<file path="config.mk">
export PLATFORM = sky130hd
export DESIGN_NAME = fifo_tp_ctrl
export DESIGN_NICKNAME = d
export VERILOG_FILES = /design/src/rtl/fifo_pkg.sv /design/src/rtl/skid_buf_2.sv /design/src/rtl/fifo_tp_ctrl.sv
export SDC_FILE = /design/constraint.sdc
export NUM_CORES = 1
export LEC_CHECK = 0
export BUFFER_PORTS_ARGS = -buffer_cell sky130_fd_sc_hd__buf_4
export CAP_MARGIN = 15
export CORE_MARGIN = 2
export CORE_UTILIZATION = 48
export CTS_CLUSTER_SIZE = 28
export DETAILED_ROUTE_END_ITERATION = 8
export PLACE_DENSITY = 0.77
export SYNTH_ARGS = -nofsm -noshare
export SYNTH_HDL_FRONTEND = slang
export SYNTH_HIERARCHICAL = 1
export SYNTH_SLANG_ARGS = --single-unit
</file>
<file path="constraint.sdc">
create_clock -name clk -period 4 [get_ports clk]
set_input_delay 0.4 -clock clk [delete_from_list [all_inputs] [get_ports clk]]
set_output_delay 0.4 -clock clk [all_outputs]
set_load 0.03 [all_outputs]
</file>
<file path="src/rtl/fifo_pkg.sv">
// -----------------------------------------------------------------------------
// fifo_pkg
// Shared helpers for the FIFO controller slice.
//   clogb2(v) : number of bits needed to represent the value v. The RAM uses
//               the same definition, so address widths derived from it match
//               the attached sram_tp_true instance.
// -----------------------------------------------------------------------------
package fifo_pkg;

  localparam int c_skid_depth = 2;

  function automatic int clogb2(input int value);
    int v;
    int res;
    v   = value;
    res = 0;
    while (v > 0) begin
      res = res + 1;
      v   = v >> 1;
    end
    return res;
  endfunction

endpackage

</file>
<file path="src/rtl/skid_buf_2.sv">
// -----------------------------------------------------------------------------
// skid_buf_2
// Two-entry registered FIFO that catches the RAM's read data and presents it
// as a valid/ready stream. The upstream issue logic guarantees that a word
// only arrives when there is room (counting a same-cycle pop), so there is
// no input-side ready.
// Ports:
//   clk, rst   clock, asynchronous active-high reset
//   in_valid   a returned RAM word is present on in_data this cycle
//   in_data    returned RAM word
//   out_valid  head entry is valid
//   out_ready  downstream accepts the head this cycle
//   out_data   head entry (registered)
//   count      entries held (0..2)
// -----------------------------------------------------------------------------
module skid_buf_2 #(
  parameter int g_W = 16
) (
  input  logic           clk,
  input  logic           rst,
  input  logic           in_valid,
  input  logic [g_W-1:0] in_data,
  output logic           out_valid,
  input  logic           out_ready,
  output logic [g_W-1:0] out_data,
  output logic [1:0]     count
);

  logic [g_W-1:0] r_head;
  logic [g_W-1:0] r_tail;
  logic [1:0]     r_count;
  logic           w_pop;

  assign w_pop     = (r_count != 2'd0) & out_ready;
  assign out_valid = (r_count != 2'd0);
  assign out_data  = r_head;
  assign count     = r_count;

  // NOTE: the two data registers are reset along with the count so m_data is
  // a known value straight out of reset; with only two entries this is cheap,
  // unlike the RAM itself, which is never cleared.
  always_ff @(posedge clk or posedge rst) begin
    if (rst) begin
      r_head  <= '0;
      r_tail  <= '0;
      r_count <= 2'd0;
    end else begin
      case ({in_valid, w_pop})
        2'b10: begin
          // A full buffer without a pop cannot receive a word; ignore it.
          if (r_count == 2'd0) begin
            r_head  <= in_data;
            r_count <= 2'd1;
          end else if (r_count == 2'd1) begin
            r_tail  <= in_data;
            r_count <= 2'd2;
          end
        end
        2'b01: begin
          r_head  <= r_tail;
          r_count <= r_count - 2'd1;
        end
        2'b11: begin
          // Push and pop together: count unchanged, order preserved.
          if (r_count == 2'd1) begin
            r_head <= in_data;
          end else begin
            r_head <= r_tail;
            r_tail <= in_data;
          end
        end
        default: ;
      endcase
    end
  end

endmodule

</file>
<file path="src/rtl/fifo_tp_ctrl.sv">
// -----------------------------------------------------------------------------
// fifo_tp_ctrl
// Single-clock first-word-fall-through FIFO controller for an external
// true-dual-port RAM (port A writes, port B reads). The RAM's registered read
// is turned back into a valid/ready stream through skid_buf_2.
// Ports:
//   clk, rst              clock (also clocks the RAM), async active-high reset
//   s_valid/s_ready/s_data   input stream
//   m_valid/m_ready/m_data   output stream, m_data is the FIFO head
//   level                 words held: RAM + in-flight read + skid (registered)
//   ram_addra/ena/wea/dina   RAM port A (write side)
//   ram_addrb/enb/web/dinb   RAM port B (read side, web/dinb tied off)
//   ram_doutb             RAM port B data, valid the cycle after ram_enb
// -----------------------------------------------------------------------------
module fifo_tp_ctrl
  import fifo_pkg::*;
#(
  parameter int g_D  = 512,
  parameter int g_W  = 16,
  parameter int g_AW = clogb2(g_D - 1)
) (
  input  logic                   clk,
  input  logic                   rst,
  input  logic                   s_valid,
  output logic                   s_ready,
  input  logic [g_W-1:0]         s_data,
  output logic                   m_valid,
  input  logic                   m_ready,
  output logic [g_W-1:0]         m_data,
  output logic [clogb2(g_D+2):0] level,
  output logic [g_AW-1:0]        ram_addra,
  output logic                   ram_ena,
  output logic                   ram_wea,
  output logic [g_W-1:0]         ram_dina,
  output logic [g_AW-1:0]        ram_addrb,
  output logic                   ram_enb,
  output logic                   ram_web,
  output logic [g_W-1:0]         ram_dinb,
  input  logic [g_W-1:0]         ram_doutb
);

  localparam int              c_lw    = clogb2(g_D + 2) + 1;
  localparam logic [g_AW-1:0] c_last  = g_AW'(g_D - 1);
  localparam logic [c_lw-1:0] c_depth = c_lw'(g_D);

  logic [g_AW-1:0] r_wr_ptr;
  logic [g_AW-1:0] r_rd_ptr;
  logic [c_lw-1:0] r_ram_cnt;
  logic            r_rd_pend;
  logic [c_lw-1:0] r_level;

  logic            w_push;
  logic            w_pop;
  logic            w_issue;
  logic            w_m_valid;
  logic [1:0]      w_skid_cnt;
  logic [1:0]      w_skid_cnt_nxt;
  logic [c_lw-1:0] w_ram_cnt_nxt;

  // Ready depends only on registered state, so a full FIFO refuses a push
  // even in a cycle where it also pops.
  assign s_ready = (r_ram_cnt < c_depth);
  assign w_push  = s_valid & s_ready & ~rst;
  assign w_pop   = w_m_valid & m_ready;

  // Only read when the returning word is guaranteed a skid slot: entries
  // already held plus the one in flight, minus any leaving this cycle.
  assign w_issue = ~rst & (r_ram_cnt != '0) &
                   (({1'b0, w_skid_cnt} + {2'b00, r_rd_pend}) < (3'd2 + {2'b00, w_pop}));

  assign w_ram_cnt_nxt  = r_ram_cnt + c_lw'(w_push) - c_lw'(w_issue);
  assign w_skid_cnt_nxt = w_skid_cnt + {1'b0, r_rd_pend} - {1'b0, w_pop};

  // NOTE: all state below is updated with non-blocking assignments so every
  // register samples the pre-edge values regardless of statement order.
  always_ff @(posedge clk or posedge rst) begin
    if (rst) begin
      r_wr_ptr  <= '0;
      r_rd_ptr  <= '0;
      r_ram_cnt <= '0;
      r_rd_pend <= 1'b0;
      r_level   <= '0;
    end else begin
      if (w_push) begin
        r_wr_ptr <= (r_wr_ptr == c_last) ? '0 : r_wr_ptr + g_AW'(1);
      end
      if (w_issue) begin
        r_rd_ptr <= (r_rd_ptr == c_last) ? '0 : r_rd_ptr + g_AW'(1);
      end
      r_ram_cnt <= w_ram_cnt_nxt;
      r_rd_pend <= w_issue;
      r_level   <= w_ram_cnt_nxt + c_lw'(w_issue) + c_lw'(w_skid_cnt_nxt);
    end
  end

  skid_buf_2 #(
    .g_W(g_W)
  ) u_skid (
    .clk      (clk),
    .rst      (rst),
    .in_valid (r_rd_pend),
    .in_data  (ram_doutb),
    .out_valid(w_m_valid),
    .out_ready(m_ready),
    .out_data (m_data),
    .count    (w_skid_cnt)
  );

  assign m_valid   = w_m_valid;
  assign level     = r_level;

  assign ram_addra = r_wr_ptr;
  assign ram_ena   = w_push;
  assign ram_wea   = w_push;
  assign ram_dina  = s_data;

  assign ram_addrb = r_rd_ptr;
  assign ram_enb   = w_issue;
  assign ram_web   = 1'b0;
  assign ram_dinb  = '0;

endmodule

</file>
After elaboration in Yosys (flattened, before gate mapping)

Cells that the tools add are included.

Bits in registers: 75
Input port bits: 36
Output and inout bits: 83
Word-level logic and storage cells: 57

Add/sub/neg operators: 11
Magnitude comparators: 2
Eq/ne operators: 10
Mux-type cells: 11
Bitwise gates (word level): 6
Reductions and logical operators: 9

Operator list:

| cell                                                                           | count |
|---|---|
| 16-bit two-way mux                                                             | 4 |
| 16-bit case mux with 3 select lines                                            | 1 |
| 16-bit case mux with 2 select lines                                            | 1 |
| 11-bit by 1-bit adder with 11-bit output                                       | 2 |
| 9-bit by 1-bit adder with 9-bit output, second input constant                  | 2 |
| 9-bit == test, second input constant                                           | 2 |
| 9-bit two-way mux                                                              | 2 |
| 11-bit by 2-bit adder with 11-bit output                                       | 1 |
| 11-bit by 10-bit less-than comparator with 1-bit output, second input constant | 1 |
| 11-bit nonzero test                                                            | 1 |
| 11-bit by 1-bit subtractor with 11-bit output                                  | 1 |
| 2-bit nonzero test                                                             | 3 |
| 1-bit bitwise AND                                                              | 5 |
| 2-bit by 1-bit == test with 1-bit output, second input constant                | 2 |
| 2-bit == test, second input constant                                           | 2 |
| 2-bit two-way mux                                                              | 2 |
| 2-bit != test, second input constant                                           | 2 |
| 2-bit case mux with 2 select lines                                             | 1 |
| 2-bit AND reduction                                                            | 2 |
| 2-bit by 1-bit adder with 3-bit output                                         | 1 |
| 2-bit by 1-bit adder with 3-bit output, first input constant                   | 1 |
| 3-bit less-than comparator                                                     | 1 |
| 3-bit by 1-bit != test with 1-bit output, second input constant                | 1 |
| 3-bit AND reduction                                                            | 1 |
| 7 further kinds                                                                | 7 |

Logic depth before layout (Yosys ltp)

Word-level depth: 8
Gate-level depth with buffers: 21
Mapped depth without buffers: 18

Modules after synthesis

The synthesis kept the hierarchy.

By module, submodules not included:

| module       | instances | cells each | area each (µm²) | seq. area each (µm²) |
|---|---|---|---|---|
| fifo_tp_ctrl | 1         | 282        | 2726.4          | 1026.0 |
| skid_buf_2   | 1         | 145        | 1717.9          | 850.8 |

Worst setup path before layout

Ideal clock, no wire load.

Kind: reg-to-reg
Start point: register u_skid.r_count[0] (netlist: u_skid/count[0])
End point: register r_level[10] (netlist: level[10])
Arrival: 4427 ps
Slack: -507 ps
Stages on the path, launching flop included: 21
Path buffers: 3
Clock period less this slack: 4507 ps
Cell sequence: dfrtp_1 inv_1 ha_1 buf_6 buf_2 clkinv_1 nand2_1 o21ai_0 nand3_1 clkbuf_1 inv_1 ha_1 inv_1 ha_1 fa_1 and3b_1 or4_1 and2_4 and4bb_1 nand4_1 xnor2_1

Longest elaborated chain between the ends: 8

Ends and longest elaborated chain:

| element                                       | RTL line           | source |
|---|---|---|
| start, declared                               | skid_buf_2.sv:31   | `logic [1:0] r_count;` |
| start signal, assigned                        | skid_buf_2.sv:61   | `r_count <= r_count - 2'd1;` |
| 2-bit nonzero test                            | skid_buf_2.sv:35   | `assign out_valid = (r_count != 2'd0);` |
| via m_valid                                   | fifo_tp_ctrl.sv:27 | `output logic m_valid,` |
| 1-bit bitwise AND                             | fifo_tp_ctrl.sv:64 | `assign w_pop = w_m_valid & m_ready;` |
| 2-bit by 1-bit adder with 3-bit output        | fifo_tp_ctrl.sv:69 | `(({1'b0, w_skid_cnt} + {2'b00, r_rd_pend}) < (3'd2 + {2'b00, w_pop}));` |
| 3-bit less-than comparator                    | fifo_tp_ctrl.sv:69 |  |
| 1-bit bitwise AND                             | fifo_tp_ctrl.sv:68 | `assign w_issue = ~rst & (r_ram_cnt != '0) &` |
| via ram_enb                                   | fifo_tp_ctrl.sv:36 | `output logic ram_enb,` |
| 11-bit by 1-bit subtractor with 11-bit output | fifo_tp_ctrl.sv:71 | `assign w_ram_cnt_nxt = r_ram_cnt + c_lw'(w_push) - c_lw'(w_issue);` |
| via w_ram_cnt_nxt[4]                          | fifo_tp_ctrl.sv:58 | `logic [c_lw-1:0] w_ram_cnt_nxt;` |
| 11-bit by 1-bit adder with 11-bit output      | fifo_tp_ctrl.sv:92 | `r_level <= w_ram_cnt_nxt + c_lw'(w_issue) + c_lw'(w_skid_cnt_nxt);` |
| 11-bit by 2-bit adder with 11-bit output      | fifo_tp_ctrl.sv:92 |  |
| end signal, assigned                          | fifo_tp_ctrl.sv:92 |  |
| end, declared                                 | fifo_tp_ctrl.sv:50 | `logic [c_lw-1:0] r_level;` |

The timed path passes the listed nets, and every way through them passes these cells.
A chain may end at the register's enable or synchronous reset.

Final worst setup path

Start point: register u_skid.r_count[0] (netlist: u_skid/count[0])
End point: register r_level[9] (netlist: level[9])

Longest elaborated chain between the ends: 8

Ends and longest elaborated chain:

| element                                           | RTL line |
|---|---|
| 2-bit nonzero test                                | skid_buf_2.sv:35 |
| 1-bit bitwise AND                                 | fifo_tp_ctrl.sv:64 |
| 2-bit by 1-bit adder with 3-bit output            | fifo_tp_ctrl.sv:69 |
| 3-bit less-than comparator (*)                    | fifo_tp_ctrl.sv:69 |
| 1-bit bitwise AND (*)                             | fifo_tp_ctrl.sv:68 |
| 11-bit by 1-bit subtractor with 11-bit output (*) | fifo_tp_ctrl.sv:71 |
| via w_ram_cnt_nxt[1]                              | fifo_tp_ctrl.sv:58 |
| 11-bit by 1-bit adder with 11-bit output (*)      | fifo_tp_ctrl.sv:92 |
| 11-bit by 2-bit adder with 11-bit output (*)      | fifo_tp_ctrl.sv:92 |

The timed path passes the listed nets; every way through them passes the cells marked *.

==> impl_results.md <==
- Worst skew pair latency: 0.34 ns
- Synth unique cells: 65
- Final Wtd Congestion: 0.852
- Crit start category: flop
- ANT cells: 0
- Post-Syn Area per Cell: 10.4 µm²
- GR Util All Layers: 18.9%
- Layout cells sized above 1: 26.0%
- Site Rows: 35
- Fin crit period: 3.64 ns
- Io pins: 119
- Combinational family with the most area after synthesis: compound AO/OA/AOI/OAI gates
- Detail Placement HPWL: 6.68 mm
- DR WL/cell: 15.3 µm
- Largest net degree at the start of global routing: 42
- GRT overflow: 0
- Fmax achieved: 275 MHz
- Layout area overhead: 13.9%
- Post-route ant nets: 0
- Initial Utilization: 48.8%
- Routed WL: 9.20 mm
- First-pass detailed-route iteration total: 4
- Simple logic cell fraction of the synthesized area: 13.6%
- First-pass GRT wire length: 15.2 mm
- Worst slew margin: 31.9%
- Mapped Area: 4440 µm²
- DR vias/cell: 5.46
- Via count: 3,274
- Area contributors post-synth: dfrtp_1 (42%), ha_1 (7.9%), buf_4 (5.9%)
- Ys flop type: dfrtp_1
- Vias in the first global route: 3,164
- Core ar.: 9110 µm²
- Min-delay worst type: input port to flop
- RSZ-0062 raised after global routing: no
- Die Wd: 100 µm
- Crit-path max FO: 10
- Status: finished clean
- Final Instance Area: 5060 µm²
- Power per Cell Area: 1030 nW/µm²
- Critical path endpoint category: flop
- Post-Synth XOR/XNOR Area: 4.65%
- Clock slew seen by the registers of the worst setup and hold paths: 0.07 ns
- Placed instance area: 4880 µm²
- Clock Tree Buf Depth: 2
- Final Max Slew Viols: 0
- Worst VDD drop: 0.405 mV
- Synth Register Bits: 75
- Hold Slack: 0.293 ns
- # clock sinks: 75
- Post-synth ARST share: 100%
- Die Span Y: 100 µm
- Synth Instances: 427
- Max-capacitance violation count: 0
- Buffers on Ports: 69
- Root Driver: clkbuf_8
- Initial antenna violation count: 0
- TritonCTS clock tree: done
- DRC errors left: 0
- Final Hold Vio Count: 0
- Post-synth top area share: 42.2%
- Crit path DAT: 3.87 ns
- Critical path class: flop to flop
- Number of H-tree levels: 3
- Nets: 553
- Post-synth top area cell: dfrtp_1
- Final period util: 91.0%
- Setup TNS: 0 ns
- Final setup violation count: 0
- Pleak: 2.47 nW
- Clk_skew: 0.0115 ns
- Post-synthesis adder-cell area fraction: 9.23%
- R2R setup slack: 0.36 ns
- Number of synthesized flops with an enable pin: 0
- Post-route setup slack: 0.360 ns
- Post-synthesis sequential area ratio: 42.2%
- Pwr Total: 5.21 mW
- Final-layout fill cell count: 787
- Count of warnings emitted by yosys: 6
- Number of buffers created by CTS: 9
- Req. time, crit path: 4.23 ns
- Most frequent cells in the layout: buf_4 (75), dfrtp_1 (74), inv_1 (34)
- DR iter-0 viols: 97
- Synth Area in Compound Gates: 13.7%
- Slew @ Worst Pin: 1.02 ns
- Mux contribution to synthesized area: 6.05%
- Worst Setup Slack post-DPL: 0.275 ns
- Die area: 10,000 µm²
- Commonest non-fill, non-tap cell in the layout: buf_4
-- critical path: stages, from the launching register on --
cell	delay, ns
dfrtp_2	0.41
inv_1	0.09
ha_1	0.25
clkinv_4	0.10
nand2_1	0.07
o21ai_0	0.15
nand3_1	0.12
inv_2	0.13
ha_1	0.24
inv_1	0.06
ha_2	0.20
fa_2	0.49
ha_1	0.29
a21o_1	0.09
and2_1	0.16
o2111ai_2	0.16
nor3_2	0.26
nand3_1	0.12
xnor2_1	0.13
-- flip-flops by register name (all words and copies together), names as in the netlist --
name / flops
level: 11
r_ram_cnt: 11
u_skid/out_data: 16
ram_addra: 9
ram_addrb: 9
u_skid/r_tail: 16
r_rd_pend: 1
u_skid/count: 2
-- layer usage --
layer / global-route usage (%) / up-vias / share of wire (%)
li1: - / 1551 / -
met2: 31.4 / 87 / 49
met3: 4.53 / 13 / 4.9
met4: 5.37 / 0 / 1.2
met5: 0 / - / 0
met1: 24.7 / 1623 / 45
-- power breakdown --
part	internal (mW)	total (mW)	switching [mW]	leakage, nW
Sequential	1.14	1.34	0.202	0.908
Combinational	1.42	3.39	1.97	1.48
Clock	0.214	0.481	0.266	0.0815
-- timing repair --
item / in CTS / in global routing
setup buffers: 0 / 1
hold buffers: 1 / 0
setup endpoints to repair: 0 / 4
hold endpoints to repair: 4 / 0
gates resized for setup: 0 / 5
-- logic make-up after synthesis --
kind of cell	Yosys count
other	1
and+or+nand+nor	113
muxes	22
buffers and inverters	81
AOI/OAI and AO/OA	83
adders and majority gates	31
xor gates and xnor gates	21
DFF	75
-- final cells by class --
class	count	area (µm²)	area share (%)
Multi-Input combinational cell	287	2180	43.0
Sequential cell	75	1880	37.1
Timing Repair Buffer	76	573	11.3
Inverter	37	148	2.92
Tap cell	111	139	2.74
Clock buffer	10	128	2.52
Clock inverter	4	20.0	0.395
-- cell usage after synthesis, types with 4 or more instances --
cell       n
a21oi_1    9
a221o_1    6
a31oi_1    8
a32oi_1    4
and2_0     4
and3_1    14
buf_4     35
clkbuf_1   5
dfrtp_1   75
ha_1      28
inv_1     36
mux2_2     7
mux2_4     8
mux2i_1    7
nand2_1   26
nand2b_1   6
nand3_1    9
nor2_1    23
nor3_1     5
o21ai_0   28
xnor2_1   13
xor2_1     5
-- path summary, 6_finish.rpt --
path | startpoint | depth (start not counted) | end
setup / recovery | u_skid/count[0]$_DFFE_PP0P_ | 18 | level[9]$_DFF_PP0_
hold / removal | ram_doutb[2] | 2 | u_skid/out_data[2]$_DFFE_PP0P_
setup reg to reg | u_skid/count[0]$_DFFE_PP0P_ | 18 | level[9]$_DFF_PP0_
hold reg to reg | u_skid/r_tail[3]$_DFFE_PP0P_ | 1 | u_skid/out_data[3]$_DFFE_PP0P_
max in group asynchronous | rst | 4 | level[1]$_DFF_PP0_
min in group asynchronous | rst | 3 | u_skid/out_data[10]$_DFFE_PP0P_
-- metrics by stage --
stage,utilization [%],instances
floorplan,-,443
global placement,53.6,584
detailed placement,53.6,584
global route,55.6,600
CTS,55.4,599
finish,55.6,600
No activity file was read; power rests on OpenSTA's default activity.
